$ cat config.mk
export PLATFORM = sky130hd
export DESIGN_NAME = alu_sequencer
export DESIGN_NICKNAME = d
export VERILOG_FILES = /design/src/rtl/alu_sequencer.sv
export SDC_FILE = /design/constraint.sdc
export NUM_CORES = 1
export LEC_CHECK = 0
export ABC_AREA = 1
export CORE_ASPECT_RATIO = 0.5
export CORE_UTILIZATION = 53
export CTS_BUF_LIST = sky130_fd_sc_hd__clkbuf_4 sky130_fd_sc_hd__clkbuf_8
export CTS_CLUSTER_SIZE = 25
export DETAILED_ROUTE_END_ITERATION = 7
export PLACE_DENSITY_LB_ADDON = 0.3
export SETUP_SLACK_MARGIN = 0.5
export SLEW_MARGIN = 20
export SYNTH_ARGS = -nofsm -noshare
export SYNTH_HDL_FRONTEND = slang
export SYNTH_SLANG_ARGS = --single-unit
$ cat constraint.sdc
create_clock -name clk -period 2.3 [get_ports clk]
set_input_delay 0.69 -clock clk [delete_from_list [all_inputs] [get_ports clk]]
set_output_delay 0.69 -clock clk [all_outputs]
set_load 0.01 [all_outputs]
$ cat src/rtl/alu_sequencer.sv
// alu_sequencer: issues one request at a time to an external single-cycle ALU,
// adds a WIDTH-step shift-add multiply on top of the ALU adder, and returns
// results over a valid/ready response channel.
module alu_sequencer #(
  parameter int WIDTH      = 32,
  parameter int ENABLE_MUL = 1
) (
  input  logic             clk,
  input  logic             reset,
  input  logic             req_valid,
  output logic             req_ready,
  input  logic [2:0]       req_op,
  input  logic [WIDTH-1:0] req_a,
  input  logic [WIDTH-1:0] req_b,
  output logic             rsp_valid,
  input  logic             rsp_ready,
  output logic [WIDTH-1:0] rsp_result,
  output logic             rsp_zero,
  output logic             rsp_err,
  output logic [WIDTH-1:0] alu_a,
  output logic [WIDTH-1:0] alu_b,
  output logic [2:0]       alu_opcode,
  input  logic [WIDTH-1:0] alu_result,
  input  logic             alu_zero
);

  localparam int CW = (WIDTH > 1) ? $clog2(WIDTH) : 1;

  typedef enum logic [1:0] {IDLE, EXEC, MUL, RESP} state_t;

  state_t           state, state_nxt;
  logic [2:0]       op_q;
  logic [WIDTH-1:0] a_q, b_q;
  logic [WIDTH-1:0] acc, mcand, mplier;
  logic [CW-1:0]    count;

  logic             accept;
  logic             is_alu_op;
  logic             is_mul_op;
  logic             last_iter;
  logic [WIDTH-1:0] acc_next;

  assign accept    = req_valid && req_ready;
  assign is_alu_op = (req_op <= 3'd4);
  assign is_mul_op = (req_op == 3'd5) && (ENABLE_MUL != 0);
  assign last_iter = (count == CW'(WIDTH - 1));
  // Accumulator value after the current multiply step; the ALU adds mcand to acc.
  assign acc_next  = mplier[0] ? alu_result : acc;

  // State register
  always_ff @(posedge clk) begin
    if (reset) state <= IDLE;
    else       state <= state_nxt;
  end

  // Next-state logic
  always_comb begin
    state_nxt = state;
    case (state)
      IDLE: if (accept) begin
        if (is_alu_op)      state_nxt = EXEC;
        else if (is_mul_op) state_nxt = MUL;
        else                state_nxt = RESP;
      end
      EXEC:    state_nxt = RESP;
      MUL:     if (last_iter) state_nxt = RESP;
      RESP:    if (rsp_ready) state_nxt = IDLE;
      default: state_nxt = IDLE;
    endcase
  end

  // Handshake and ALU drive outputs
  always_comb begin
    req_ready  = (state == IDLE);
    rsp_valid  = (state == RESP);
    alu_a      = '0;
    alu_b      = '0;
    alu_opcode = 3'b000;
    case (state)
      EXEC: begin
        alu_a = a_q;
        alu_b = b_q;
        case (op_q)
          3'd0:    alu_opcode = 3'b000;
          3'd1:    alu_opcode = 3'b001;
          3'd2:    alu_opcode = 3'b010;
          3'd3:    alu_opcode = 3'b011;
          3'd4:    alu_opcode = 3'b101;
          default: alu_opcode = 3'b000;
        endcase
      end
      MUL: begin
        alu_a      = acc;
        alu_b      = mcand;
        alu_opcode = 3'b000;
      end
      default: ;
    endcase
  end

  // Operand latch, multiply datapath and response registers
  always_ff @(posedge clk) begin
    if (reset) begin
      op_q       <= '0;
      a_q        <= '0;
      b_q        <= '0;
      acc        <= '0;
      mcand      <= '0;
      mplier     <= '0;
      count      <= '0;
      rsp_result <= '0;
      rsp_zero   <= 1'b0;
      rsp_err    <= 1'b0;
    end else begin
      case (state)
        IDLE: if (accept) begin
          op_q <= req_op;
          a_q  <= req_a;
          b_q  <= req_b;
          if (is_mul_op) begin
            acc    <= '0;
            mcand  <= req_a;
            mplier <= req_b;
            count  <= '0;
          end else if (!is_alu_op) begin
            rsp_err    <= 1'b1;
            rsp_result <= '0;
            rsp_zero   <= 1'b0;
          end
        end
        EXEC: begin
          rsp_result <= alu_result;
          rsp_zero   <= alu_zero;
          rsp_err    <= 1'b0;
        end
        MUL: begin
          acc    <= acc_next;
          mcand  <= mcand << 1;
          mplier <= mplier >> 1;
          count  <= count + 1'b1;
          // Response is taken from acc_next so the final step's add is included.
          if (last_iter) begin
            rsp_result <= acc_next;
            rsp_zero   <= (acc_next == '0);
            rsp_err    <= 1'b0;
          end
        end
        default: ;
      endcase
    end
  end

endmodule

==> results.cfg, run 1 <==
[outcome]
error_line = [ERROR GRT-0232] Routing congestion too high. Check the congestion heatmap in the GUI.
haltStage = 5_1_grt
status = stopped before the end

[clock_network]
cts_buffers = 29
cts_sinks = 204
cts_root_buf = clkbuf_8
h-tree-depth = 1
holdBufCountCts = 0
clock_path_buffers = 3

[synth]
ys_ff_latch = 204
synth_cell_type_count = 28
avgSynthCellArea_um2 = 6.57
ys_warn_count = 0
yosysSeqAreaShare_pct = 43.1
synth_area_um2 = 9470
syn_inst = 1441
mappedNetlistNets = 1551

[timing]
grt-worst-endpoint = alu_a[21]
timing.worst_endpoint.kind = output port

[place]
port_buffers = 206
hpwl_um = 20500
gp_congestion = 0.912

[floorplan]
start_util_pct = 54.3
ios = 207
die_y_um = 96.5
fp.dieW_um = 191
rows = 34

[global_route]
grt_max_degree = 85
track_usage_pct = 72.8
overflow = 4
[synth_stat cells, drive strengths merged]
cell | count | share of area (%)
nand3 | 7 | 0.37
o22ai | 15 | 0.99
dfxtp | 204 | 43
nand4 | 1 | 0.066
nand2 | 505 | 20
clkbuf | 61 | 2.4
clkinv | 1 | 0.040
ha | 6 | 0.79
nor4 | 1 | 0.066
a21oi | 167 | 8.8
or2 | 1 | 0.066
nor3 | 3 | 0.16
a211oi | 6 | 0.48
a31oi | 32 | 2.1
buf | 48 | 2.8
a31o | 1 | 0.092
o2111ai | 1 | 0.28
xor2 | 1 | 0.092
nor2 | 165 | 6.6
inv | 59 | 2.3
o21ai | 156 | 8.2
[cell families after synthesis]
group	count (synthesis)	synth area share (%)
xor+xnor	1	0.0925
fa+ha+maj	6	0.793
buf+inv	169	7.58
compound gates	378	21.0
simple gates	683	27.4
flops	204	43.1
[routing by layer]
layer	track usage, %	overflow
met1	73.3	0
met4	70.1	3
met2	92.0	1
met5	27.5	0
met3	56.4	0
[what timing repair did]
item / in CTS
setup buffers: 26
gates cloned: 23
setup endpoints to repair: 227
gates resized for setup: 636
pin swaps: 43
[per-stage QoR]
stage	setup WS, ns	cells	cell area (um2)	hold WS (ns)	TNS (ns)
floorplan	0.434	1441	10000	0.435	0
global placement	-0.0452	1817	12300	0.449	-2.03
detailed placement	-0.123	1817	12300	0.454	-5.09
CTS	-0.311	1920	14100	0.461	-17.54
==> run 2: changes to the inputs <==
==> config.mk (replaced) <==
export PLATFORM = sky130hd
export DESIGN_NAME = alu_sequencer
export DESIGN_NICKNAME = d
export VERILOG_FILES = /design/src/rtl/alu_sequencer.sv
export SDC_FILE = /design/constraint.sdc
export NUM_CORES = 1
export LEC_CHECK = 0
export ABC_AREA = 1
export CORE_UTILIZATION = 39
export DETAILED_ROUTE_END_ITERATION = 7
export PLACE_DENSITY_LB_ADDON = 0.15
export SLEW_MARGIN = 20
export SYNTH_ARGS = -nofsm -noshare
export SYNTH_HDL_FRONTEND = slang
export SYNTH_SLANG_ARGS = --single-unit
==> run 2 against run 1 <==
  * The flow now finishes, with violations (setup timing)
  * Synthesized cell count stayed put
  * Area after synthesis unchanged
==> results.cfg, run 2 <==
[outcome]
status = finished with violations
failed_checks = setup timing

[synth]
mappedNetlistNets = 1551
synthArstFlopShare_pct = 0
synth-main-ff-cell = dfxtp_1
synthSimpleGateAreaFrac_pct = 27.4
synth_area_um2 = 9470
syn_inst = 1441
synth.most_common_cell = nand2_1
synth.area.top_cells = dfxtp_1, nand2_1, a21oi_1, o21ai_0, nor2_1
synthAdderAreaFrac_pct = 0.793
ys_ff_latch = 204
yosysSeqAreaShare_pct = 43.1
synth_top_family_by_area = simple AND/OR/NAND/NOR gates
synth_compound_area_share_pct = 21.0
yosys.area_share.xor_xnor_pct = 0.0925
ys_warn_count = 0
synth_top_area_share_pct = 43.1
synth-edff-count = 0
yosysTopAreaCell = dfxtp_1
avgSynthCellArea_um2 = 6.57
synth_common_cells = nand2_1, dfxtp_1, a21oi_1
synth_cell_type_count = 28
synth_mux_area_share_pct = 0

[floorplan]
core_um2 = 23600
die_y_um = 158
ios = 207
die-area_um2 = 24900
start_util_pct = 40.1
rows = 56
fp.dieW_um = 158

[place]
place_inst = 1923
hpwl_um = 20900
place_area_um2 = 12100
gp_congestion = 0.858
port_buffers = 206

[global_route]
antenna_found_initial = 0
grt_pass1_vias = 9651
grt_pass1_wl_um = 51900
grt_max_degree = 74
track_usage_pct = 26.9
overflow = 0

[power_and_ir_drop]
power.leakage_uw = 0.00608
vdd_ir_drop_max_uv = 694
p_comb_share_pct = 48.7
swShare_pct = 41.4
power_density_nw_per_um2 = 1250
pwr-share-clk_pct = 21.7
total_power_uw = 17900
seq_power_share_pct = 29.6
switchingPower_uw = 7400
p_int_uw = 10500

[timing]
period_needed_ns = 2.56
worst_slack_ns = -0.257
finalHoldWorstSlack_ns = 0.458
period_share_pct = 111
fin_skew_ns = 0.0197
slew_violations = 0
worstMarginPinSlew_ns = 0.501
setup_viol = 67
grt_setup_unrepaired = yes
maxSlewHeadroom_pct = 66.2
fmax_ghz = 0.391
final_hold_viol_count = 0

[route]
vias_per_cell = 5.10
routedWlPerCell_um = 17.4
ant_nets = 0
drt_first_pass_iters = 4
initialDrtViolationCount = 588
drt-total-wl_um = 35000
num_vias = 10200
drc = 0

[final_layout]
register_area_um2 = 4090
nFillCells = 2258
drive_above_1_share_pct = 23.1
multi_input_area_um2 = 5520
nets = 1782
postLayoutCellArea_um2 = 14300
instances_no_fill = 2007
area.growth.synth_to_final_pct = 50.9
final_common_cell = nand2_1
layout_common_cells = nand2_1, dfxtp_1, nor2_1, o21ai_0, clkdlybuf4s50_1

[clock_network]
tritoncts = built
cts_buffers = 25
cts_sinks = 204
clkLatencyLatePin_ns = 0.52
h-tree-depth = 1
cts_root_buf = clkbuf_16
holdBufCountCts = 0
clkSlewWorstSetupHoldPaths_ns = 0.06
clock_path_buffers = 3

[min_path]
hold_start = rsp_err$_SDFFE_PP0P_
holdCritPathClass = reg2reg

[critical_path]
worstSetupStartpointType = register
endpoint_kind = output pin
crit_path_start = state[0]$_SDFFE_PP0P_
crit_fanout = 4
critPathKind = reg2out
r2r_start = state[1]$_SDFFE_PP0P_
arrival_ns = 1.87
required_ns = 1.61

[flow_run]
cap_violations = 0
run 2: cell counts after synthesis:
Identical to the previous run, type by type.
run 2: path summary, 6_finish.rpt:
kind	to	slack [ns]	cells past startpoint
setup reg to reg	rsp_result[14]$_SDFFE_PP0P_	0	14
setup / recovery	alu_opcode[2]	-0.26	6
hold reg to reg	rsp_err$_SDFFE_PP0P_	0.46	2
hold / removal	rsp_err$_SDFFE_PP0P_	0.46	2
run 2: power groups by stage:
stage / Clock, uW / Sequential [uW] / Combinational (uW)
5_1_grt: 4080 / 5410 / 9430
3_3_place_gp: 0 / 5160 / 6290
4_1_cts: 3930 / 5150 / 7660
3_5_place_dp: 0 / 5200 / 6340
2_1_floorplan: 0 / 5060 / 4090
6_report: 3870 / 5290 / 8700
run 2: worst max-delay path, stage by stage (launching register included):
cell and delay (ns):
dfxtp_2 0.34, buf_6 0.11, ha_4 0.19, clkinv_2 0.12
nor4_4 0.21, buf_4 0.16, clkdlybuf4s15_2 0.22
run 2: kinds of logic after synthesis:
family,after synthesis
buf+inv,169
simple gates,683
flops,204
fa+ha+maj,6
compound gates,378
xor+xnor,1
run 2: timing repair:
action	4_1_cts	5_1_grt
gates resized for setup	350	190
pin swaps	11	75
buffers inserted	9	13
gates cloned	14	8
endpoints found under the hold margin	0	0
setup endpoints to repair	101	100
run 2: routing by layer:
metal	global-route usage [%]	vias to the layer above	wire, um
met2	45.4	309	17100
met3	3.18	52	1850
met5	0	-	0
met4	9.62	0	860
met1	35.1	4720	15200
li1	-	5157	-
run 2: area by class of cell:
cell class / count / area share (%)
clock inverter: 7 / 0.595
inverter: 60 / 1.74
multi-input combinational: 1069 / 38.6
antenna: 1 / 0.0175
sequential: 204 / 28.6
timing repair buffer: 312 / 22.6
clock buffer: 35 / 4.99
tap: 319 / 2.79
run 2: through the flow:
stage / worst slack, ns / TNS, ns / utilization (%)
2_1_floorplan: 0.108 / 0 / -
3_3_place_gp: -0.250 / -18.79 / 51.3
3_5_place_dp: -0.297 / -23.00 / 51.3
4_1_cts: -0.298 / -15.40 / 56.7
5_1_grt: -0.307 / -18.11 / 60.5
6_report: -0.257 / -13.71 / 60.5
Note: power is estimated with default switching activity, not from simulation.
==> run 3: changes to the inputs <==
--- a/config.mk
+++ b/config.mk
@@ -9,6 +9,7 @@
 export CORE_UTILIZATION = 39
 export DETAILED_ROUTE_END_ITERATION = 7
 export PLACE_DENSITY_LB_ADDON = 0.15
+export SETUP_SLACK_MARGIN = 0.2
 export SLEW_MARGIN = 20
 export SYNTH_ARGS = -nofsm -noshare
 export SYNTH_HDL_FRONTEND = slang
==> run 3 against run 2 <==
  * The run still ends with setup timing left
  * Clock power up 1%
  * Critical path depth is 1 higher
  * Clock skew fell by 0.0063 ns
  * Final area fell by 1.2%
  * Routed wire length shrank 1.7%
  * Global-route usage decreased by 2.2 points
  * Combinational power decreased by 2%
  * Fmax down 1.5%
  * Worst hold slack got worse by 0.0070 ns
  * First-iteration DRC count shrank 4.3%
  * Utilization shrank 0.72 points
  * Largest power group unchanged
==> results.cfg, run 3 (same netlist as run 2, synthesis figures left out) <==
[route]
drc = 0
drt_first_pass_iters = 5
vias_per_cell = 5.14
wl_met2_um = 16200
drt-total-wl_um = 34400
initialDrtViolationCount = 563
num_vias = 10300
ant_nets = 0
wl_met1_um = 15300
highest_layer = met4
met3_length_um = 1870
routedWlPerCell_um = 17.1

[clock_network]
cts_buffers = 24
cts_sinks = 204
clock_path_buffers = 3
clkLatencyLatePin_ns = 0.52
holdBufCountCts = 0
h-tree-depth = 1
clkSlewWorstSetupHoldPaths_ns = 0.06
tritoncts = built
cts_root_buf = clkbuf_16

[min_path]
holdPathStages = 2
hold_start = rsp_err$_SDFFE_PP0P_
holdCritPathClass = reg2reg
min_to = rsp_err$_SDFFE_PP0P_

[final_layout]
register_area_um2 = 4090
nets = 1786
multi_input_area_um2 = 5220
instances_no_fill = 2014
nFillCells = 2272
layout_common_cells = nand2_1, dfxtp_1, nor2_1, o21ai_0, clkdlybuf4s50_1
drive_above_1_share_pct = 21.2
finish.utilization_pct = 59.8
final_common_cell = nand2_1
area.growth.synth_to_final_pct = 49.1

[floorplan]
fp.dieW_um = 158
core_um2 = 23600
die-area_um2 = 24900
die_y_um = 158
rows = 56
ios = 207
start_util_pct = 40.1

[timing]
final_hold_viol_count = 0
worstMarginPinSlew_ns = 0.477
setup_viol = 66
fmax_ghz = 0.385
maxSlewHeadroom_pct = 68.2
slew_violations = 0
fin_skew_ns = 0.0134
grt_setup_unrepaired = yes
worst_slack_ns = -0.296
finalHoldWorstSlack_ns = 0.451
period_share_pct = 113
period_needed_ns = 2.60

[power_and_ir_drop]
power_density_nw_per_um2 = 1250
pwr-share-clk_pct = 22.1
power.leakage_uw = 0.00626
seq_power_share_pct = 29.7
switchingPower_uw = 7150
swShare_pct = 40.4
p_comb_share_pct = 48.2
p_int_uw = 10600
vdd_ir_drop_max_uv = 657
total_power_uw = 17700

[critical_path]
crit_family = buffers and inverters
reg2reg_slack_ns = 0.25
path_buf_inv = 4
crit_chain = inv_4, ha_4, buf_12, clkbuf_16, nand2_2, a21oi_2, buf_2
reg2regPathDepth = 14
worstReg2RegEnd = rsp_zero$_SDFFE_PP0P_
required_ns = 1.61
arrival_ns = 1.91
r2r_start = state[1]$_SDFFE_PP0P_
worstSetupStartpointType = register
critPathKind = reg2out
cp_slowest_stage_delay_ns = 0.34
crit_fanout = 8
endpoint_kind = output pin
slowest_stage = dfxtp_2

[global_route]
grt_pass1_wl_um = 48600
antenna_found_initial = 2
track_usage_pct = 24.7
overflow = 0
grt_pass1_vias = 9167
grt_max_degree = 87

[place]
pre_cts_ws_ns = -0.301
gp_congestion = 0.833
port_buffers = 206
place_inst = 1923
hpwl_um = 21000

[flow_run]
cap_violations = 0

[outcome]
failed_checks = setup timing
status = finished with violations
-- run 3: cell types whose count changed in the layout (fill, tap and decap cells not counted), sizes merged --
cell           before  now
buf               166  165
clkbuf             43   53
clkdlybuf4s50     136  111
clkinv              7    4
clkinvlp            0    1
diode               1    2
dlygate4sd2         1    0
dlymetal6s2s        0   25
-- run 3: power by group through the flow --
| stage | Combinational [uW] | Sequential [uW] | Clock (uW) |
|---|---|---|---|
| after floorplan | 4130 | 5060 | 0 |
| after CTS | 6860 | 5170 | 3960 |
| final | 8540 | 5250 | 3910 |
| after detailed placement | 6270 | 5210 | 0 |
| after global placement | 6240 | 5170 | 0 |
| after global routing | 9250 | 5380 | 4100 |
-- run 3: area by class of cell --
type,instances,area share [%]
Antenna cell,2,0.0354
Clock buffer,38,5.20
Clock inverter,5,0.549
Inverter,60,1.82
Multi-Input combinational cell,1069,37.0
Sequential cell,204,29.0
Tap cell,319,2.83
Timing Repair Buffer,317,23.6
-- run 3: repair_timing --
action	CTS	global route
gates resized for setup	338	157
setup buffers	9	13
setup endpoints to repair	111	143
pin swaps	14	39
gates cloned	5	19
-- run 3: worst max path at each step --
stage                                startpoint                          end  slack (ns)  cells after the start
after floorplan           state[1]$_SDFFE_PP0P_                     alu_a[0]        0.19                      6
after global placement    state[1]$_SDFFE_PP0P_                    alu_a[21]       -0.29                      6
after detailed placement              req_op[0]  rsp_result[28]$_SDFFE_PP0P_       -0.30                      7
after CTS                 state[1]$_SDFFE_PP0P_                alu_opcode[0]       -0.37                      8
after global routing      state[1]$_SDFFE_PP0P_                    alu_b[24]       -0.34                      7
final                     state[1]$_SDFFE_PP0P_                     alu_a[9]       -0.30                      7
-- run 3: metrics by stage --
stage | instance area [um2] | setup TNS [ns]
final | 14100 | -14.49
after global routing | 14100 | -18.26
after global placement | 12100 | -17.59
after CTS | 13200 | -16.55
after floorplan | 9490 | 0
after detailed placement | 12100 | -19.52
-- run 3: tightest hold or removal path, stage by stage, from the launching register on --
cell and delay, ns:
dfxtp_1 0.31, inv_1 0.05, a211oi_1 0.05
-- run 3: metal layers --
metal,up-vias,GRT usage [%]
met5,-,0
met4,0,6.33
met3,69,2.96
met2,352,40.8
met1,4769,33.9
li1,5154,-
